File: config.mk
export PLATFORM = sky130hd
export DESIGN_NAME = wbit_ser_rx
export DESIGN_NICKNAME = d
export VERILOG_FILES = /design/src/rtl/wbit_ser_rx_pkg.sv /design/src/rtl/wbit_sipo.sv /design/src/rtl/wbit_ser_rx.sv
export SDC_FILE = /design/constraint.sdc
export NUM_CORES = 1
export LEC_CHECK = 0
export ABC_AREA = 1
export CAP_MARGIN = 20
export CORE_MARGIN = 2
export CORE_UTILIZATION = 47
export DETAILED_ROUTE_END_ITERATION = 12
export PLACE_DENSITY = 0.82
export SYNTH_ARGS = -nofsm -noshare
export SYNTH_HDL_FRONTEND = slang
export SYNTH_SLANG_ARGS = --single-unit
File: constraint.sdc
create_clock -name CLK -period 1.5 [get_ports CLK]
set_clock_uncertainty 0.1 [all_clocks]
set_input_delay 0.3 -clock CLK [delete_from_list [all_inputs] [get_ports CLK]]
set_output_delay 0.3 -clock CLK [all_outputs]
set_load 0.01 [all_outputs]
File: src/rtl/wbit_ser_rx_pkg.sv
// Shared serial-line definitions: frame FSM encoding and line-level bit values,
// common to the receiver and the transmitter side.
package wbit_ser_rx_pkg;

    typedef enum logic [1:0] {
        IDLE = 2'd0,
        DATA = 2'd1,
        STOP = 2'd2
    } ser_state_e;

    localparam logic START_BIT = 1'b0;
    localparam logic STOP_BIT  = 1'b1;

endpackage

File: src/rtl/wbit_sipo.sv
// Bidirectional serial-in / parallel-out shifter: DIR=0 shifts left into bit 0,
// DIR=1 shifts right into bit W-1. Advances only on SEN.
module wbit_sipo #(
    parameter int W = 4
) (
    input  logic         CLK,
    input  logic         RES,
    input  logic         SEN,
    input  logic         DIR,
    input  logic         InS,
    output logic [W-1:0] word
);

    logic [W-1:0] word_q;
    logic [W-1:0] word_d;

    always_comb begin
        word_d = word_q;
        if (SEN) begin
            if (DIR) word_d = {InS, word_q[W-1:1]};
            else     word_d = {word_q[W-2:0], InS};
        end
    end

    always_ff @(posedge CLK) begin
        if (RES) word_q <= '0;
        else     word_q <= word_d;
    end

    assign word = word_q;

endmodule

File: src/rtl/wbit_ser_rx.sv
// W-bit serial frame receiver: start bit, W data bits (MSB- or LSB-first),
// stop bit. Holds the last good word until acknowledged; flags framing and overrun.
module wbit_ser_rx
    import wbit_ser_rx_pkg::*;
#(
    parameter int W = 4
) (
    input  logic         CLK,
    input  logic         RES,
    input  logic         InS,
    input  logic         SEN,
    input  logic         DIR,
    input  logic         ACK,
    output logic [W-1:0] Out,
    output logic         VLD,
    output logic         FERR,
    output logic         OVR,
    output logic         BUSY,
    output ser_state_e   dbg_state
);

    localparam int CW = $clog2(W);
    localparam logic [CW-1:0] LAST = CW'(W - 1);

    ser_state_e    state_q, state_d;
    logic [CW-1:0] cnt_q, cnt_d;
    logic          dir_q, dir_d;
    logic [W-1:0]  out_q, out_d;
    logic          vld_q, vld_d;
    logic          ferr_q, ferr_d;
    logic          ovr_q, ovr_d;
    logic          shift_en;
    logic          load;
    logic [W-1:0]  shift_word;

    wbit_sipo #(.W(W)) u_sipo (
        .CLK  (CLK),
        .RES  (RES),
        .SEN  (shift_en),
        .DIR  (dir_q),
        .InS  (InS),
        .word (shift_word)
    );

    always_comb begin
        state_d  = state_q;
        cnt_d    = cnt_q;
        dir_d    = dir_q;
        out_d    = out_q;
        vld_d    = vld_q;
        ferr_d   = 1'b0;
        ovr_d    = ovr_q;
        shift_en = 1'b0;
        load     = 1'b0;
        case (state_q)
            IDLE: begin
                if (SEN && InS == START_BIT) begin
                    state_d = DATA;
                    cnt_d   = '0;
                    dir_d   = DIR;
                end
            end
            DATA: begin
                if (SEN) begin
                    shift_en = 1'b1;
                    // Counter saturates at the last bit so it never wraps for power-of-two W.
                    if (cnt_q == LAST) state_d = STOP;
                    else               cnt_d   = cnt_q + 1'b1;
                end
            end
            STOP: begin
                if (SEN) begin
                    state_d = IDLE;
                    if (InS == STOP_BIT) begin
                        if (!vld_q || ACK) begin
                            load  = 1'b1;
                            out_d = shift_word;
                            vld_d = 1'b1;
                        end else begin
                            ovr_d = 1'b1;
                        end
                    end else begin
                        ferr_d = 1'b1;
                    end
                end
            end
            default: state_d = IDLE;
        endcase
        // A load in the same cycle wins over the acknowledge of the old word.
        if (ACK && vld_q && !load) vld_d = 1'b0;
    end

    always_ff @(posedge CLK) begin
        if (RES) begin
            state_q <= IDLE;
            cnt_q   <= '0;
            dir_q   <= 1'b0;
            out_q   <= '0;
            vld_q   <= 1'b0;
            ferr_q  <= 1'b0;
            ovr_q   <= 1'b0;
        end else begin
            state_q <= state_d;
            cnt_q   <= cnt_d;
            dir_q   <= dir_d;
            out_q   <= out_d;
            vld_q   <= vld_d;
            ferr_q  <= ferr_d;
            ovr_q   <= ovr_d;
        end
    end

    assign Out       = out_q;
    assign VLD       = vld_q;
    assign FERR      = ferr_q;
    assign OVR       = ovr_q;
    assign BUSY      = (state_q != IDLE);
    assign dbg_state = state_q;

endmodule

### Word-level counts from Yosys, hierarchy flattened

Index checks and enable logic that the tools add are counted.
W data, S select, Z words.

* input port bits: 6
* word-level logic and storage cells: 54
* output and inout port bits: 10
* flip-flop bits (word level): 16

* reductions and logical operators: 16
* add/subtract/negate cells: 1
* mux-type cells: 17
* eq/ne operators: 8
* bitwise operators: 4

Operator list (count)
* $reduce_and A4 Y1: 4
* $mux W2: 7
* $ne A2 B2 Y1 const B: 5
* $mux W1: 7
* $pmux W2 S3: 1
* $eq A2 B2 Y1 const B: 2
* $mux W4: 1
* $not A1 Y1: 4
* $pmux W2 S2: 1
* $reduce_bool A2 Y1: 2
* $logic_and A1 B1 Y1: 3
* $reduce_or A3 Y1: 1
* $add A2 B1 Y2 const B: 1
* $eq A2 B1 Y1 const B: 1
* $logic_not A1 Y1: 2
* $logic_not A2 Y1: 1
* $reduce_and A2 Y1: 1
* $reduce_or A2 Y1: 1
* $logic_or A1 B1 Y1: 1

### Longest topological paths before layout

Gate-level depths: netlist of the first run.

* word-level depth: 9
* mapped depth: 7
* mapped depth without buffers: 7

### By module

Synthesis of the first run repeated with hierarchy kept, for this count alone.

* cells, all modules: 122
* area total of the unflattened synthesis: 794.5 sq um

Modules (own cells, without submodules)
* wbit_ser_rx: cells an instance 88, area each 589.3 sq um, instances 1, sequential area each 240.2 sq um
* wbit_sipo: cells an instance 34, area each 205.2 sq um, instances 1, sequential area each 80.1 sq um

### Worst setup path after synthesis of the first run

No wires, ideal clock.

* path kind: register to register
* start point: register state_q[0], in the netlist dbg_state[0]
* end point: register u_sipo.word_q[0], in the netlist u_sipo.word[0]
* clock period less this slack: 1.297 ns
* setup time: 0.122 ns
* data arrival time: 1.076 ns
* path slack: 0.203 ns
* buffers on the path: 0
* stages on the path, launching flop included: 6
* required time: 1.278 ns
* path through: dfxtp_1 > inv_1 > nor2_1 > nand2_1 > o21ai_0 > a21oi_1

* cells in the longest elaborated chain, start to end: 2

Ends and longest elaborated chain
* from (decl): RTL line wbit_ser_rx.sv:25 `ser_state_e state_q, state_d;`
* from (signal assigned): RTL line wbit_ser_rx.sv:103 `state_q <= state_d;`
* $eq A2 B1 Y1: RTL line wbit_ser_rx.sv:55 `case (state_q)`
* $mux W1: RTL line wbit_ser_rx.sv:55
* to (signal assigned): RTL line wbit_sipo.sv:27 `else word_q <= word_d;`
* to (decl): RTL line wbit_sipo.sv:14 `logic [W-1:0] word_q;`

No other way between the ends.
A chain may end at the register's enable or synchronous reset.

### Worst setup path after layout of the first run

* start point: register state_q[0], in the netlist dbg_state[0]
* end point: output port dbg_state[0]

RTL lines
* to (decl): RTL line wbit_ser_rx.sv:19 `output ser_state_e dbg_state`

No word-level cell between the ends.

==> results of run 1 <==
## logic make-up (layout without fill, tap and decap cells)
logic type,after synthesis,in the layout,share of synthesized area
AOI/OAI and AO/OA,19,19,0.128
adders and majority gates,1,1,0.0169
buffers and inverters,23,50,0.117
DFF,16,16,0.432
and+or+nand+nor,49,49,0.306
## per-layer routing
metal | up-vias | share of wire | GRT usage
li1 | 395 | - | -
met4 | 0 | 0.012 | 0.0909
met2 | 12 | 0.50 | 0.324
met1 | 317 | 0.45 | 0.211
met5 | - | 0 | 0
met3 | 2 | 0.041 | 0.0375
## worst min path at each step
stage,depth (start not counted),slack (ns),endpoint
floorplan,2,0.34,u_sipo.word[3]
global placement,2,0.36,cnt_q[1]
detailed placement,2,0.36,cnt_q[1]
CTS,2,0.38,cnt_q[1]
global route,2,0.41,cnt_q[1]
finish,2,0.38,cnt_q[1]
## area by class of cell
class                           instances  area share
Clock buffer                            3      0.0224
Inverter                               21      0.0809
Multi-Input combinational cell         69       0.335
Sequential cell                        16       0.321
Tap cell                               16      0.0199
Timing Repair Buffer                   26       0.220
## Yosys cell counts
library cell / instances
nor3_4: 1
nand2_4: 1
ha_1: 1
nor3_1: 2
nand4_1: 3
dfxtp_1: 16
nand3_1: 8
clkbuf_1: 2
nor2_1: 12
a21oi_1: 10
nand2_2: 1
o21ai_0: 9
inv_1: 21
nand2_1: 21
## power groups by stage
stage               logic, mW  registers, mW  clock network, mW
detailed placement      0.130          0.457                  0
floorplan              0.0621          0.456                  0
CTS                     0.126          0.447              0.217
global placement        0.128          0.456                  0
global route            0.145          0.450              0.232
finish                  0.129          0.448              0.211
## cell usage in the layout (no fill, tap or decap), drive strengths merged, types with 5 or more instances in the layout
cell type      instances
inv                   21
a21oi                 10
buf                   11
nor2                  12
nand3                  8
dfxtp                 16
dlygate4sd2            9
clkdlybuf4s50          5
o21ai                  9
nand2                 23
## stage by stage
stage / cell area (um2) / setup TNS, ns / setup slack [ns] / instances
2_1_floorplan: 741 / 0 / 0.203 / 108
3_3_place_gp: 986 / -1.00 / -0.134 / 148
3_5_place_dp: 986 / -1.36 / -0.195 / 148
4_1_cts: 997 / 0 / 0.00888 / 151
5_1_grt: 1000 / 0 / 0.00508 / 151
6_report: 1000 / 0 / 0.0678 / 151
## critical path, delay by kind of cell (launching register included)
family | cells | cell delay [ns]
buf+inv | 2 | 0.43
flops | 1 | 0.33
## state kept, by name, summed over array words and instances (netlist names)
name / flops
Out: 4
u_sipo.word: 4
cnt_q: 2
dbg_state: 2
FERR: 1
OVR: 1
VLD: 1
dir_q: 1
## timing repair
action | 4_1_cts | 5_1_grt
hold endpoints to repair | 0 | 0
pin swaps | 0 | 3
resized for setup | 11 | 6
gates cloned | 0 | 0
endpoints found under the setup margin | 10 | 5
==> flow_metrics.env, run 1 <==
export IMPL_status="finished, final reports clean"
export IMPL_cp_max_fo=4
export IMPL_cp_end_kind="output port"
export IMPL_drive_above_1_share=0.163
export IMPL_post_cts_buffers=0
export IMPL_drt_wl_total_um=1470
export IMPL_drc=0
export IMPL_cts_tree="yes"
export IMPL_ant_nets=0
export IMPL_max_stage_delay_ns=0.33
export IMPL_max_slew_margin=0.780
export IMPL_regArea_um2=323
export IMPL_power_uw=788
export IMPL_row_count=14
export IMPL_area_delta_synth_final_pct=35.6
export IMPL_clock_sinks=16
export IMPL_hold_buffers=0
export IMPL_final_util=0.675
export IMPL_vdd_drop_max_uv=528
export IMPL_numCtsBuffers=3
export IMPL_grt_max_degree=10
export IMPL_routabilityCongestion=0.770
export IMPL_cp_cell_sequence="buf_4 -> dlygate4sd2_1"
export IMPL_r2r_end="Out[2]"
export IMPL_grt_setup_unrepaired="false"
export IMPL_drt_iter0_markers=15
export IMPL_tightest_slew_ns=0.329
export IMPL_grt_pass1_wl_um=2620
export IMPL_hold_path_startpoint="cnt_q[1]"
export IMPL_synth_area_leaders="dfxtp_1 (43%), inv_1 (11%), nand2_1 (11%)"
export IMPL_power_density_mw_per_mm2=785
export IMPL_fp_dieW_um=43.7
export IMPL_num_vias=726
export IMPL_synth_area_per_cell_um2=6.86
export IMPL_swShare=0.248
export IMPL_yosysSeqAreaShare=0.432
export IMPL_p_leak_nw=0.473
export IMPL_internal_power_uw=593
export IMPL_die_h_um=43.7
export IMPL_seqPwrFrac=0.569
export IMPL_num_fill_cells=134
export IMPL_multi_input_area_um2=337
export IMPL_layout_nets=144
export IMPL_setup_viol=0
export IMPL_yosysWarnings=0
export IMPL_synth_top_area_frac=0.432
export IMPL_antenna_found_initial=0
export IMPL_synthesis_area_um2=741
export IMPL_grt_pass1_vias=702
export IMPL_grt_overflow_total=0
export IMPL_hold_violations=0
export IMPL_htreeDepth=1
export IMPL_critPathCapture="dbg_state[0]"
export IMPL_synth_top_cell_by_area="dfxtp_1"
export IMPL_initial_core_util=0.497
export IMPL_cts_clk_slew_worst_paths_ns=0.08
export IMPL_clkPwrFrac=0.268
export IMPL_drv_slew=0
export IMPL_cap_violations=0
export IMPL_dr_pass1_iters=4
export IMPL_cts_buffer_depth=2
export IMPL_startpoint="dbg_state[0]"
export IMPL_ys_ff_latch=16
export IMPL_holdCritPathClass="reg2reg"
export IMPL_timing_critical_path_from_type="flop"
export IMPL_core_region_area_mm2=0.00149
export IMPL_yosysUniqueCellTypes=14
export IMPL_ioPinCount=16
export IMPL_r2r_slack_ns=0.12
export IMPL_netlist_instances=108
export IMPL_num_antenna_cells=0
export IMPL_dieArea_mm2=0.00191
export IMPL_crit_required_ns=1.10
export IMPL_net_switching_power_uw=195
export IMPL_dp_hpwl_um=1190
export IMPL_reg2reg_depth=8
export IMPL_wl_per_cell_um=9.70
export IMPL_clock_fmax_mhz=698
export IMPL_port_buffers=15
export IMPL_critical_path_class="reg2out"
export IMPL_clockRootBuffer="clkbuf_4"
export IMPL_grt_total_usage=0.185
export IMPL_min_period_over_period=0.955
export IMPL_whs_ns=0.376
export IMPL_pwr_share_comb=0.164
export IMPL_clk_insertion_delay_late_ns=0.27
export IMPL_period_needed_ns=1.43
export IMPL_syn_nets=115
export IMPL_cp_arrival_ns=1.03
export IMPL_critPathSlowestCell="dfxtp_2"
export IMPL_rr_startpoint="dbg_state[0]"
export IMPL_viasPerCell=4.81
Power figures use the tool's default switching activity.
==> run 2, diff against run 1 <==
Settings changed: CORE_UTILIZATION 47 to 51, CTS_BUF_LIST set to sky130_fd_sc_hd__clkbuf_8, PLACE_DENSITY 0.82 to 0.87.
==> flow_metrics.env, run 2 (synthesized netlist as in run 1, its figures left out) <==
export IMPL_grt_total_usage=0.210
export IMPL_most_common_layout_cells="nand2_1 (21), inv_1 (20), dfxtp_1 (14)"
export IMPL_clock_sinks=16
export IMPL_vdd_drop_max_uv=644
export IMPL_swShare=0.231
export IMPL_setup_viol=0
export IMPL_status="finished, final reports clean"
export IMPL_max_slew_margin=0.783
export IMPL_whs_ns=0.370
export IMPL_fin_setup_tns_ns=0
export IMPL_hold_violations=0
export IMPL_num_vias=750
export IMPL_hold_depth=2
export IMPL_grt_pass1_vias=701
export IMPL_cp_arrival_ns=1.04
export IMPL_viasPerCell=5.03
export IMPL_drive_above_1_share=0.149
export IMPL_wl_per_cell_um=10.6
export IMPL_clkPwrFrac=0.396
export IMPL_grt_pass1_wl_um=2820
export IMPL_hold_buffers=0
export IMPL_net_switching_power_uw=218
export IMPL_routabilityCongestion=0.831
export IMPL_cap_violations=0
export IMPL_final_common_cell="nand2_1"
export IMPL_drt_iter0_markers=13
export IMPL_min_period_over_period=0.959
export IMPL_cts_tree="yes"
export IMPL_clock_fmax_mhz=695
export IMPL_cp_max_fo=5
export IMPL_multi_input_area_um2=337
export IMPL_period_needed_ns=1.44
export IMPL_core_region_area_mm2=0.00133
export IMPL_drt_wl_total_um=1580
export IMPL_holdCritPathClass="reg2reg"
export IMPL_critPathSlowestCell="dfxtp_2"
export IMPL_reg2reg_depth=7
export IMPL_cts_buffer_depth=2
export IMPL_cp_cell_sequence="nor2_2 -> inv_1 -> dlygate4sd2_1"
export IMPL_cts_clk_slew_worst_paths_ns=0.06
export IMPL_p_leak_nw=0.479
export IMPL_cp_end_kind="output port"
export IMPL_grt_max_degree=10
export IMPL_tightest_slew_ns=0.324
export IMPL_power_density_mw_per_mm2=930
export IMPL_antenna_found_initial=0
export IMPL_fp_dieW_um=42.1
export IMPL_ant_nets=0
export IMPL_ioPinCount=16
export IMPL_port_buffers=15
export IMPL_critical_path_class="reg2out"
export IMPL_stdcell_count=149
export IMPL_max_stage_delay_ns=0.34
export IMPL_num_antenna_cells=0
export IMPL_die_h_um=42.1
export IMPL_drv_slew=0
export IMPL_rr_startpoint="dbg_state[0]"
export IMPL_place_inst=145
export IMPL_post_cts_buffers=0
export IMPL_grt_overflow_total=0
export IMPL_layout_nets=142
export IMPL_htreeDepth=1
export IMPL_hold_path_startpoint="cnt_q[1]"
export IMPL_area_delta_synth_final_pct=37.3
export IMPL_startpoint="dbg_state[0]"
export IMPL_crit_required_ns=1.10
export IMPL_dp_hpwl_um=1180
export IMPL_power_uw=946
export IMPL_timing_critical_path_from_type="flop"
export IMPL_regArea_um2=323
export IMPL_final_util=0.763
export IMPL_grt_setup_unrepaired="false"
export IMPL_design_area_mm2=0.00102
export IMPL_internal_power_uw=728
export IMPL_dieArea_mm2=0.00177
export IMPL_numCtsBuffers=3
export IMPL_dpl_cell_area_um2=970
export IMPL_dpl_worst_slack_ns=-0.192
export IMPL_initial_core_util=0.555
export IMPL_dr_pass1_iters=4
export IMPL_pwr_share_comb=0.128
export IMPL_drc=0
export IMPL_layout_setup_ws_ns=0.0616
export IMPL_num_fill_cells=99
export IMPL_clk_insertion_delay_late_ns=0.25
export IMPL_row_count=13
export IMPL_clockRootBuffer="clkbuf_8"
export IMPL_seqPwrFrac=0.476
[run 2: cell types whose count changed in the layout (fill, tap and decap cells not counted), sizes merged]
cell	change
buf	-2
clkbuf	+1
clkdlybuf4s15	-1
dlygate4sd2	+1
[run 2: critical path: cells and delay by family (launching register included)]
family / cells / cell delay (ns)
simple gates: 1 / 0.12
flops: 1 / 0.34
buf+inv: 2 / 0.33
[run 2: area by class of cell]
class / count / share of cell area
flip-flops and latches: 16 / 0.317
well taps: 15 / 0.0185
repair buffers: 24 / 0.202
multi-input cells: 69 / 0.331
clock buffers: 4 / 0.0541
inverters: 21 / 0.0775
[run 2: power groups by stage]
stage | Clock [mW] | Sequential [mW] | Combinational, mW
floorplan | 0 | 0.456 | 0.0621
detailed placement | 0 | 0.459 | 0.122
finish | 0.375 | 0.450 | 0.121
global placement | 0 | 0.458 | 0.119
CTS | 0.386 | 0.450 | 0.120
global route | 0.413 | 0.453 | 0.133
[run 2: final timing paths]
kind	endpoint	slack, ns
max	BUSY	0.06
min	cnt_q[1]	0.37
max reg2reg	Out[3]	0.14
min reg2reg	cnt_q[1]	0.37
[run 2: what timing repair did]
action | in CTS | in global routing
endpoints found under the hold margin | 0 | 0
pin swaps | 0 | 2
gates resized for setup | 12 | 2
endpoints found under the setup margin | 10 | 6
[run 2: per-layer routing]
metal,share of wire,track usage
met1,0.43,0.228
met2,0.50,0.366
met3,0.050,0.0733
met4,0.020,0.0938
met5,0,0
